[src/rtl/mbus_rx_msg_buffer_pkg.sv]
// Shared widths, FIFO entry encoding and FSM state type for the MBus receive message buffer.
package mbus_rx_msg_buffer_pkg;

    localparam int unsigned ADDR_WIDTH  = 8;
    localparam int unsigned DATA_WIDTH  = 32;
    localparam int unsigned TYPE_WIDTH  = 2;
    localparam int unsigned ENTRY_WIDTH = DATA_WIDTH + TYPE_WIDTH;
    localparam int unsigned CNT_WIDTH   = 8;

    typedef enum logic [TYPE_WIDTH-1:0] {
        TYPE_HDR      = 2'b00,
        TYPE_DATA     = 2'b01,
        TYPE_END_OK   = 2'b10,
        TYPE_END_FAIL = 2'b11
    } entry_type_e;

    typedef struct packed {
        entry_type_e             etype;
        logic [DATA_WIDTH-1:0]   data;
    } entry_t;

    typedef enum logic [2:0] {
        ST_IDLE      = 3'd0,
        ST_W_HDR     = 3'd1,
        ST_W_DATA    = 3'd2,
        ST_W_END     = 3'd3,
        ST_ACK       = 3'd4,
        ST_WAIT_NEXT = 3'd5
    } state_e;

    function automatic logic [CNT_WIDTH-1:0] sat_inc(input logic [CNT_WIDTH-1:0] v);
        return (v == '1) ? v : v + CNT_WIDTH'(1);
    endfunction

endpackage

[src/rtl/mbus_rx_msg_buffer_if.sv]
// Node-side receive handshake plus consumer-side FIFO read port of the message buffer.
interface mbus_rx_msg_buffer_if;
    import mbus_rx_msg_buffer_pkg::*;

    logic [ADDR_WIDTH-1:0] RX_ADDR;
    logic [DATA_WIDTH-1:0] RX_DATA;
    logic                  RX_REQ;
    logic                  RX_PEND;
    logic                  RX_BROADCAST;
    logic                  RX_FAIL;
    logic                  RX_ACK;
    logic [DATA_WIDTH-1:0] OUT_DATA;
    logic [TYPE_WIDTH-1:0] OUT_TYPE;
    logic                  OUT_VALID;
    logic                  OUT_READY;
    logic [CNT_WIDTH-1:0]  OVF_CNT;

    modport slave (
        input  RX_ADDR, RX_DATA, RX_REQ, RX_PEND, RX_BROADCAST, RX_FAIL, OUT_READY,
        output RX_ACK, OUT_DATA, OUT_TYPE, OUT_VALID, OVF_CNT
    );

    modport master (
        output RX_ADDR, RX_DATA, RX_REQ, RX_PEND, RX_BROADCAST, RX_FAIL, OUT_READY,
        input  RX_ACK, OUT_DATA, OUT_TYPE, OUT_VALID, OVF_CNT
    );

endinterface

[src/rtl/mbus_rx_msg_buffer_sync_fifo.sv]
// First-word-fall-through synchronous FIFO; occupancy counter drives full/empty.
module mbus_sync_fifo #(
    parameter int unsigned WIDTH = 34,
    parameter int unsigned DEPTH = 16
) (
    input  logic                     clk,
    input  logic                     rst_n,
    input  logic                     push,
    input  logic [WIDTH-1:0]         wdata,
    input  logic                     pop,
    output logic [WIDTH-1:0]         rdata,
    output logic                     full,
    output logic                     empty,
    output logic [$clog2(DEPTH):0]   count
);

    localparam int unsigned AW = $clog2(DEPTH);

    logic [WIDTH-1:0] mem_q [DEPTH];
    logic [AW-1:0]    wptr_q, wptr_d;
    logic [AW-1:0]    rptr_q, rptr_d;
    logic [AW:0]      count_q, count_d;
    logic             push_ok, pop_ok;

    assign full  = (count_q == (AW+1)'(DEPTH));
    assign empty = (count_q == '0);
    assign count = count_q;
    // Head is forced to zero while empty so idle outputs read as zero.
    assign rdata = empty ? '0 : mem_q[rptr_q];

    always_comb begin
        push_ok = push && !full;
        pop_ok  = pop && !empty;
        wptr_d  = wptr_q + AW'(push_ok);
        rptr_d  = rptr_q + AW'(pop_ok);
        count_d = count_q + (AW+1)'(push_ok) - (AW+1)'(pop_ok);
    end

    always_ff @(posedge clk) begin
        if (!rst_n) begin
            wptr_q  <= '0;
            rptr_q  <= '0;
            count_q <= '0;
        end else begin
            wptr_q  <= wptr_d;
            rptr_q  <= rptr_d;
            count_q <= count_d;
        end
    end

    always_ff @(posedge clk) begin
        if (push_ok) mem_q[wptr_q] <= wdata;
    end

endmodule

[src/rtl/mbus_rx_msg_buffer.sv]
// Frames node receive words into HDR/DATA/END entries and queues them in a FWFT FIFO.
module mbus_rx_msg_buffer
    import mbus_rx_msg_buffer_pkg::*;
#(
    parameter int unsigned DEPTH       = 16,   // power of two, >= 4
    parameter int unsigned SYNC_STAGES = 2
) (
    input  logic                   CLK_EXT,
    input  logic                   RESETn,
    mbus_rx_msg_buffer_if.slave    bus
);

    logic [SYNC_STAGES-1:0] req_sync_q, req_sync_d;
    logic [SYNC_STAGES-1:0] fail_sync_q, fail_sync_d;
    logic                   rreq, rfail;

    state_e                 state_q, state_d;
    logic [CNT_WIDTH-1:0]   wcnt_q, wcnt_d;
    logic [CNT_WIDTH-1:0]   ovf_q, ovf_d;
    logic                   rx_ack_q, rx_ack_d;
    logic                   pend_q, pend_d;
    logic                   fail_pend_q, fail_pend_d;

    logic                   fail_now, write_state;
    logic                   push;
    entry_t                 push_entry, head;
    logic [ENTRY_WIDTH-1:0] fifo_rdata;
    logic                   fifo_full, fifo_empty;
    logic [$clog2(DEPTH):0] fifo_count_unused;

    assign rreq  = req_sync_q[SYNC_STAGES-1];
    assign rfail = fail_sync_q[SYNC_STAGES-1];

    always_comb begin
        req_sync_d  = (req_sync_q << 1) | SYNC_STAGES'(bus.RX_REQ);
        fail_sync_d = (fail_sync_q << 1) | SYNC_STAGES'(bus.RX_FAIL);
    end

    // A failure seen while the FIFO is full is remembered until END_FAIL fits.
    always_comb begin
        state_d     = state_q;
        wcnt_d      = wcnt_q;
        ovf_d       = ovf_q;
        rx_ack_d    = 1'b0;
        pend_d      = pend_q;
        fail_pend_d = fail_pend_q;
        push        = 1'b0;
        push_entry  = '0;

        fail_now    = fail_pend_q || rfail;
        write_state = (state_q == ST_W_HDR) || (state_q == ST_W_DATA) || (state_q == ST_W_END) ||
                      ((state_q == ST_WAIT_NEXT) && fail_now);
        if (write_state && fifo_full) ovf_d = sat_inc(ovf_q);

        unique case (state_q)
            ST_IDLE: begin
                fail_pend_d = 1'b0;
                if (rreq) begin
                    state_d = ST_W_HDR;
                    wcnt_d  = '0;
                end
            end
            ST_ACK: begin
                if (rreq) rx_ack_d = 1'b1;
                else      state_d  = pend_q ? ST_WAIT_NEXT : ST_IDLE;
            end
            default: begin
                if (fail_now) begin
                    if (fifo_full) begin
                        fail_pend_d = 1'b1;
                    end else begin
                        push             = 1'b1;
                        push_entry.etype = TYPE_END_FAIL;
                        push_entry.data  = DATA_WIDTH'(wcnt_q);
                        fail_pend_d      = 1'b0;
                        state_d          = ST_IDLE;
                    end
                end else if (state_q == ST_WAIT_NEXT) begin
                    if (rreq) state_d = ST_W_DATA;
                end else if (!fifo_full) begin
                    push = 1'b1;
                    if (state_q == ST_W_HDR) begin
                        push_entry.etype = TYPE_HDR;
                        push_entry.data  = DATA_WIDTH'({bus.RX_BROADCAST, bus.RX_ADDR});
                        state_d          = ST_W_DATA;
                    end else if (state_q == ST_W_DATA) begin
                        push_entry.etype = TYPE_DATA;
                        push_entry.data  = bus.RX_DATA;
                        wcnt_d           = sat_inc(wcnt_q);
                        pend_d           = bus.RX_PEND;
                        state_d          = bus.RX_PEND ? ST_ACK : ST_W_END;
                        rx_ack_d         = bus.RX_PEND;
                    end else begin
                        push_entry.etype = TYPE_END_OK;
                        push_entry.data  = DATA_WIDTH'(wcnt_q);
                        state_d          = ST_ACK;
                        rx_ack_d         = 1'b1;
                    end
                end
            end
        endcase
    end

    always_ff @(posedge CLK_EXT) begin
        if (!RESETn) begin
            req_sync_q  <= '0;
            fail_sync_q <= '0;
            state_q     <= ST_IDLE;
            wcnt_q      <= '0;
            ovf_q       <= '0;
            rx_ack_q    <= 1'b0;
            pend_q      <= 1'b0;
            fail_pend_q <= 1'b0;
        end else begin
            req_sync_q  <= req_sync_d;
            fail_sync_q <= fail_sync_d;
            state_q     <= state_d;
            wcnt_q      <= wcnt_d;
            ovf_q       <= ovf_d;
            rx_ack_q    <= rx_ack_d;
            pend_q      <= pend_d;
            fail_pend_q <= fail_pend_d;
        end
    end

    mbus_sync_fifo #(
        .WIDTH (ENTRY_WIDTH),
        .DEPTH (DEPTH)
    ) u_fifo (
        .clk   (CLK_EXT),
        .rst_n (RESETn),
        .push  (push),
        .wdata (push_entry),
        .pop   (bus.OUT_READY),
        .rdata (fifo_rdata),
        .full  (fifo_full),
        .empty (fifo_empty),
        .count (fifo_count_unused)
    );

    assign head          = entry_t'(fifo_rdata);
    assign bus.OUT_DATA  = head.data;
    assign bus.OUT_TYPE  = head.etype;
    assign bus.OUT_VALID = !fifo_empty;
    assign bus.RX_ACK    = rx_ack_q;
    assign bus.OVF_CNT   = ovf_q;

endmodule
[src/flat_wrapper.sv]
// flat-port wrapper written by rule: the top's interface ports become plain ports
module mbus_rx_msg_buffer_flat import mbus_rx_msg_buffer_pkg::*;
#(
    parameter int unsigned DEPTH       = 16,                        
    parameter int unsigned SYNC_STAGES = 2
)
  (CLK_EXT, RESETn, bus_RX_ADDR, bus_RX_DATA, bus_RX_REQ, bus_RX_PEND, bus_RX_BROADCAST, bus_RX_FAIL, bus_OUT_READY, bus_RX_ACK, bus_OUT_DATA, bus_OUT_TYPE, bus_OUT_VALID, bus_OVF_CNT);
  mbus_rx_msg_buffer_if bus_i ();
  input  logic CLK_EXT;
  input  logic RESETn;
  input wire logic [$bits(bus_i.RX_ADDR)-1:0] bus_RX_ADDR;
  input wire logic [$bits(bus_i.RX_DATA)-1:0] bus_RX_DATA;
  input wire logic [$bits(bus_i.RX_REQ)-1:0] bus_RX_REQ;
  input wire logic [$bits(bus_i.RX_PEND)-1:0] bus_RX_PEND;
  input wire logic [$bits(bus_i.RX_BROADCAST)-1:0] bus_RX_BROADCAST;
  input wire logic [$bits(bus_i.RX_FAIL)-1:0] bus_RX_FAIL;
  input wire logic [$bits(bus_i.OUT_READY)-1:0] bus_OUT_READY;
  output wire logic [$bits(bus_i.RX_ACK)-1:0] bus_RX_ACK;
  output wire logic [$bits(bus_i.OUT_DATA)-1:0] bus_OUT_DATA;
  output wire logic [$bits(bus_i.OUT_TYPE)-1:0] bus_OUT_TYPE;
  output wire logic [$bits(bus_i.OUT_VALID)-1:0] bus_OUT_VALID;
  output wire logic [$bits(bus_i.OVF_CNT)-1:0] bus_OVF_CNT;
  assign bus_i.RX_ADDR = bus_RX_ADDR;
  assign bus_i.RX_DATA = bus_RX_DATA;
  assign bus_i.RX_REQ = bus_RX_REQ;
  assign bus_i.RX_PEND = bus_RX_PEND;
  assign bus_i.RX_BROADCAST = bus_RX_BROADCAST;
  assign bus_i.RX_FAIL = bus_RX_FAIL;
  assign bus_i.OUT_READY = bus_OUT_READY;
  assign bus_RX_ACK = bus_i.RX_ACK;
  assign bus_OUT_DATA = bus_i.OUT_DATA;
  assign bus_OUT_TYPE = bus_i.OUT_TYPE;
  assign bus_OUT_VALID = bus_i.OUT_VALID;
  assign bus_OVF_CNT = bus_i.OVF_CNT;
  mbus_rx_msg_buffer #(.DEPTH(DEPTH), .SYNC_STAGES(SYNC_STAGES)) u_core (.CLK_EXT(CLK_EXT), .RESETn(RESETn), .bus(bus_i));
endmodule
[config.mk]
export PLATFORM = sky130hd
export DESIGN_NAME = mbus_rx_msg_buffer_flat
export DESIGN_NICKNAME = d
export VERILOG_FILES = /design/src/rtl/mbus_rx_msg_buffer_pkg.sv /design/src/rtl/mbus_rx_msg_buffer_if.sv /design/src/rtl/mbus_rx_msg_buffer_sync_fifo.sv /design/src/rtl/mbus_rx_msg_buffer.sv /design/src/flat_wrapper.sv
export SDC_FILE = /design/constraint.sdc
export NUM_CORES = 1
export LEC_CHECK = 0
export ABC_AREA = 1
export CAP_MARGIN = 30
export CORE_ASPECT_RATIO = 0.6
export CORE_MARGIN = 2
export CORE_UTILIZATION = 35
export CTS_CLUSTER_SIZE = 14
export DETAILED_ROUTE_END_ITERATION = 10
export GPL_TIMING_DRIVEN = 0
export PLACE_DENSITY = 0.53
export SLEW_MARGIN = 20
export SYNTH_ARGS = -nofsm -noshare
export SYNTH_HDL_FRONTEND = slang
export SYNTH_SLANG_ARGS = --single-unit
[constraint.sdc]
create_clock -name CLK_EXT -period 5.6 [get_ports CLK_EXT]
set_clock_uncertainty 0.2 [all_clocks]
set_input_delay 0.84 -clock CLK_EXT [delete_from_list [all_inputs] [get_ports CLK_EXT]]
set_output_delay 0.84 -clock CLK_EXT [all_outputs]
set_load 0.05 [all_outputs]
==> impl_results.md, run 1 <==
* Gate power share at between 30% and 40%
* Largest family of logic cells by synthesized area: simple AND/OR/NAND/NOR gates
* Die width at 344.4 microns
* Switch Pwr at 5.623 mW
* Placed cells at around 3300
* Residual DRC count at 0
* RSZ-0062 raised after global routing: no
* Crit path depth at 9
* Avg Vias per Cell at around 5.2
* Tcrit/Tclk final at between 80 and 90%
* Proportion of layout cells with a drive suffix above 1 at under 10%
* Critical Path Fanout Max at 10
* CP startpoint kind: flop
* Largest net degree at the start of global routing at 21
* Max-cap viol count at 0
* Setup TNS Final at 0 ps
* Placeable Area at a little under 70000 sq um
* Worst path required time at between 4000 and 5000 ps
* Synth-to-Final Area Change at 19.41%
* Final cell count without fillers at between 3000 and 4000
* DRT Pass-1 Iters at 5
* Worst hold stages at 2
* Max Buffers Root-to-Sink at 3
* CP arrival at ~3800 ps
* Post-DR wirelength/cell at 22.66 microns
* Antenna cells at 0
* Max-slew violations at 0
* DP HPWL at approximately 52000 microns
* Initial antenna violation count at 0
* IO Pins at 91
* Measured slew at the worst slew-check pin at between 1000 and 1500 ps
* Place WS at roughly 1400 ps
* Mapped Area at 24330 sq um
* Adder-Cell Fraction of Synth Area at less than 1%
* Post-CTS Resized at 0
* Drt total wl at 76570 microns
* Most common cell after layout, fill and taps aside: nand2_1
* Setup-failing EPs final at 0
* Multiplexer share of the synthesized area at 0%
* HP Class: flop to flop
* DR vias at between 15000 and 20000
* Final #Nets at roughly 2500
* Internal at between 8 and 9 mW
* Avg Inst Size Synth at between 10 and 15 sq um
* Port buffer count at 90
* CTS tree: done
* Num CTS Buffers at 54
* H-tree depth at 2
* Seq/Total Area, Yosys at a little over two thirds
* Setup repair bufs after CTS at 0
* P_leak at approximately 11 nW
* Total Power at roughly 14 mW
* Worst VDD drop at 0.0003558 V
* Fill count at between 6000 and 7000
* # hold bufs at CTS at 0
* End of the worst hold path: u_core.fail_sync_q[1]$_SDFF_PN0_
* Reg2Reg Depth at 15
* Most used cell, CP: nand2_1
* Sink Count at 583
* Reg clk slew, reported paths at ~60 ps
* Slowest stage delay, CP at roughly 850 ps
* CP delay by family, top: buffers and inverters
* Min Tclk post-route at just under 5000 ps
* Yosys warning count at 0
* CP max-delay cell: clkdlybuf4s50_1
* Setup CP Type: flop to primary output
* Simple-gate share of the synthesized area at a little under a quarter
* Vias in the first global route at around 16000
* Reg-to-reg critical path startpoint: u_core.u_fifo.count[3]$_SDFF_PN0_
* ANT nets after route at 0
* Run status: finished, final reports clean
* RD Place Congestion at a little over 0.8
* Share of power burned in registers at 37.9%
* Worst-Skew Late Latency at approximately 600 ps
* Hold path start: u_core.fail_sync_q[0]$_SDFF_PN0_
* Initial DRC Count at approximately 2300
* F_max at ~0.21 GHz
* Final Worst Setup Slack at roughly 750 ps
* CP Cell Sequence: buf_2, clkbuf_1, nand2_1, nand3_1, nand3_1, nand2_1, nand2_1, a21oi_1, clkdlybuf4s50_1
* First-pass GRT wire length at 111100 microns
* Critical Path Sink Type: primary output
* Flop-to-flop setup slack at 2470 ps
* Synth Area in XOR/XNOR at less than 1%
* DIE HEIGHT at between 200 and 250 microns
* Syn_nets at about 2300
* Clock share of power at between 20% and 30%
* CTS root buffer: clkbuf_16
* Overflow after GRT at 0
* Pwr/cell area at 495.8 nW/um^2
* Post-synth cell types at 32
* Die Area at 71710 sq um
* Initial Util at 35.56%
* Flops & latches, synth at 583
* Reg-to-Reg End: u_core.u_fifo.count[4]$_SDFF_PN0_
* Cells after synthesis at ~2200
* Buf+Inv Stages, Crit Path at 3
* Count of final hold-check violations at 0
* Max_slew headroom at 31.85%
* Core Rows at 74
* Most frequent cells in the layout: 774 x nand2_1, 544 x edfxtp_1, 449 x nand3_1
* Total Routing Usage GR at 21.23%
* Compound-cell area share of the yosys netlist at 2.026%
* Net Sw Frac at between 30% and 40%
[per-stage QoR]
stage	hold slack, ps	instance area (sq um)	utilization, %
CTS	230.2	29000	42.38
global placement	204.1	26370	38.54
global route	261.1	29050	42.46
finish	230.1	29050	42.46
detailed placement	207.9	27310	39.92
floorplan	190.5	24330	-
[synthesized netlist by cell type]
master,count,area (sq um)
o21ai_1,1,5.000
nand3_2,3,30.03
clkbuf_1,45,168.9
a21oi_1,76,380.4
edfxtp_1,544,16340
buf_2,62,310.3
o211ai_1,1,7.510
xor2_1,4,35.03
fa_1,1,20.02
nor2_1,80,300.3
buf_4,5,37.54
xnor2_1,3,26.28
o21bai_1,1,7.510
nor2_2,1,6.260
buf_1,13,48.80
nand2_2,3,18.77
inv_1,67,251.5
nor3_1,4,20.02
o21ai_0,17,85.08
nor2_4,5,56.30
nand4_2,1,12.51
nand3_1,449,2247
nand3b_1,1,7.510
dfxtp_1,39,780.8
buf_6,1,11.26
nand2_1,774,2905
nand4_1,2,12.51
nand2_4,1,11.26
clkinv_1,1,3.750
inv_2,8,30.03
ha_1,12,150.1
a211oi_1,1,7.510
[sequential cells by signal, indices dropped and copies added, names as in the netlist]
register / flops
u_core.state_q: 3
u_core.wcnt_q: 8
u_core.u_fifo.count: 5
u_core.bus.RX_ACK: 1
u_core.req_sync_q: 2
u_core.u_fifo.wptr_q: 4
u_core.u_fifo.rptr_q: 4
u_core.u_fifo.mem_q: 544
u_core.fail_sync_q: 2
u_core.pend_q: 1
u_core.fail_pend_q: 1
u_core.bus.OVF_CNT: 8
[how the worst max path moves through the flow]
stage                                             to                               start  slack, ps
2_1_floorplan   u_core.u_fifo.mem_q[10][0]$_DFFE_PP_   u_core.u_fifo.count[2]$_SDFF_PN0_       2470
3_3_place_gp   u_core.u_fifo.mem_q[10][14]$_DFFE_PP_   u_core.u_fifo.count[2]$_SDFF_PN0_         30
3_5_place_dp                        bus_OUT_DATA[16]  u_core.u_fifo.rptr_q[0]$_SDFF_PN0_       1430
4_1_cts                             bus_OUT_DATA[16]  u_core.u_fifo.rptr_q[0]$_SDFF_PN0_        790
5_1_grt                             bus_OUT_DATA[16]  u_core.u_fifo.rptr_q[0]$_SDFF_PN0_        610
6_report                            bus_OUT_DATA[16]  u_core.u_fifo.rptr_q[0]$_SDFF_PN0_        750
[tightest hold or removal path: cells and delay by family (launching register included)]
| kind | cells | cell delay, ps |
|---|---|---|
| buf+inv | 1 | 40 |
| flops | 1 | 300 |
| simple gates | 1 | 50 |
[power groups by stage]
stage	clock network, mW	registers, mW	logic, mW
finish	3.62	5.45	5.33
global route	3.84	5.47	5.76
CTS	3.67	5.45	5.29
detailed placement	0	5.55	5.27
global placement	0	5.58	5.05
floorplan	0	5.55	3.19
[logic make-up after synthesis]
logic type	after synthesis
flops	583
simple gates	1324
fa+ha+maj	13
xor+xnor	7
buf+inv	202
compound gates	97
[layer usage]
| layer | track usage, % | routed length [microns] |
|---|---|---|
| met4 | 4.693 | 1487 |
| met1 | 33.02 | 34930 |
| met3 | 4.797 | 8235 |
| met2 | 29.83 | 31910 |
| met5 | 0 | 0 |
[final cells by class]
| cell class | count | area, sq um | area share [%] |
|---|---|---|---|
| plain buffers | 126 | 578.1 | 1.990 |
| clock buffers | 74 | 1458 | 5.017 |
| clock inverters | 26 | 227.7 | 0.7838 |
| inverters | 76 | 285.3 | 0.9819 |
| multi-input cells | 1441 | 6525 | 22.46 |
| flip-flops and latches | 583 | 17120 | 58.91 |
| well taps | 912 | 1141 | 3.928 |
| repair buffers | 141 | 1722 | 5.926 |
Note: power is estimated with default switching activity, not from simulation.
==> run 2: changes to the inputs <==
--- a/config.mk
+++ b/config.mk
@@ -12,6 +12,7 @@
 export CORE_UTILIZATION = 35
 export CTS_CLUSTER_SIZE = 14
 export DETAILED_ROUTE_END_ITERATION = 10
+export GPL_ROUTABILITY_DRIVEN = 1
 export GPL_TIMING_DRIVEN = 0
 export PLACE_DENSITY = 0.53
 export SLEW_MARGIN = 20
==> results of run 2 <==
Same layout as run 1: the final DEF is identical, and so are final timing and power.
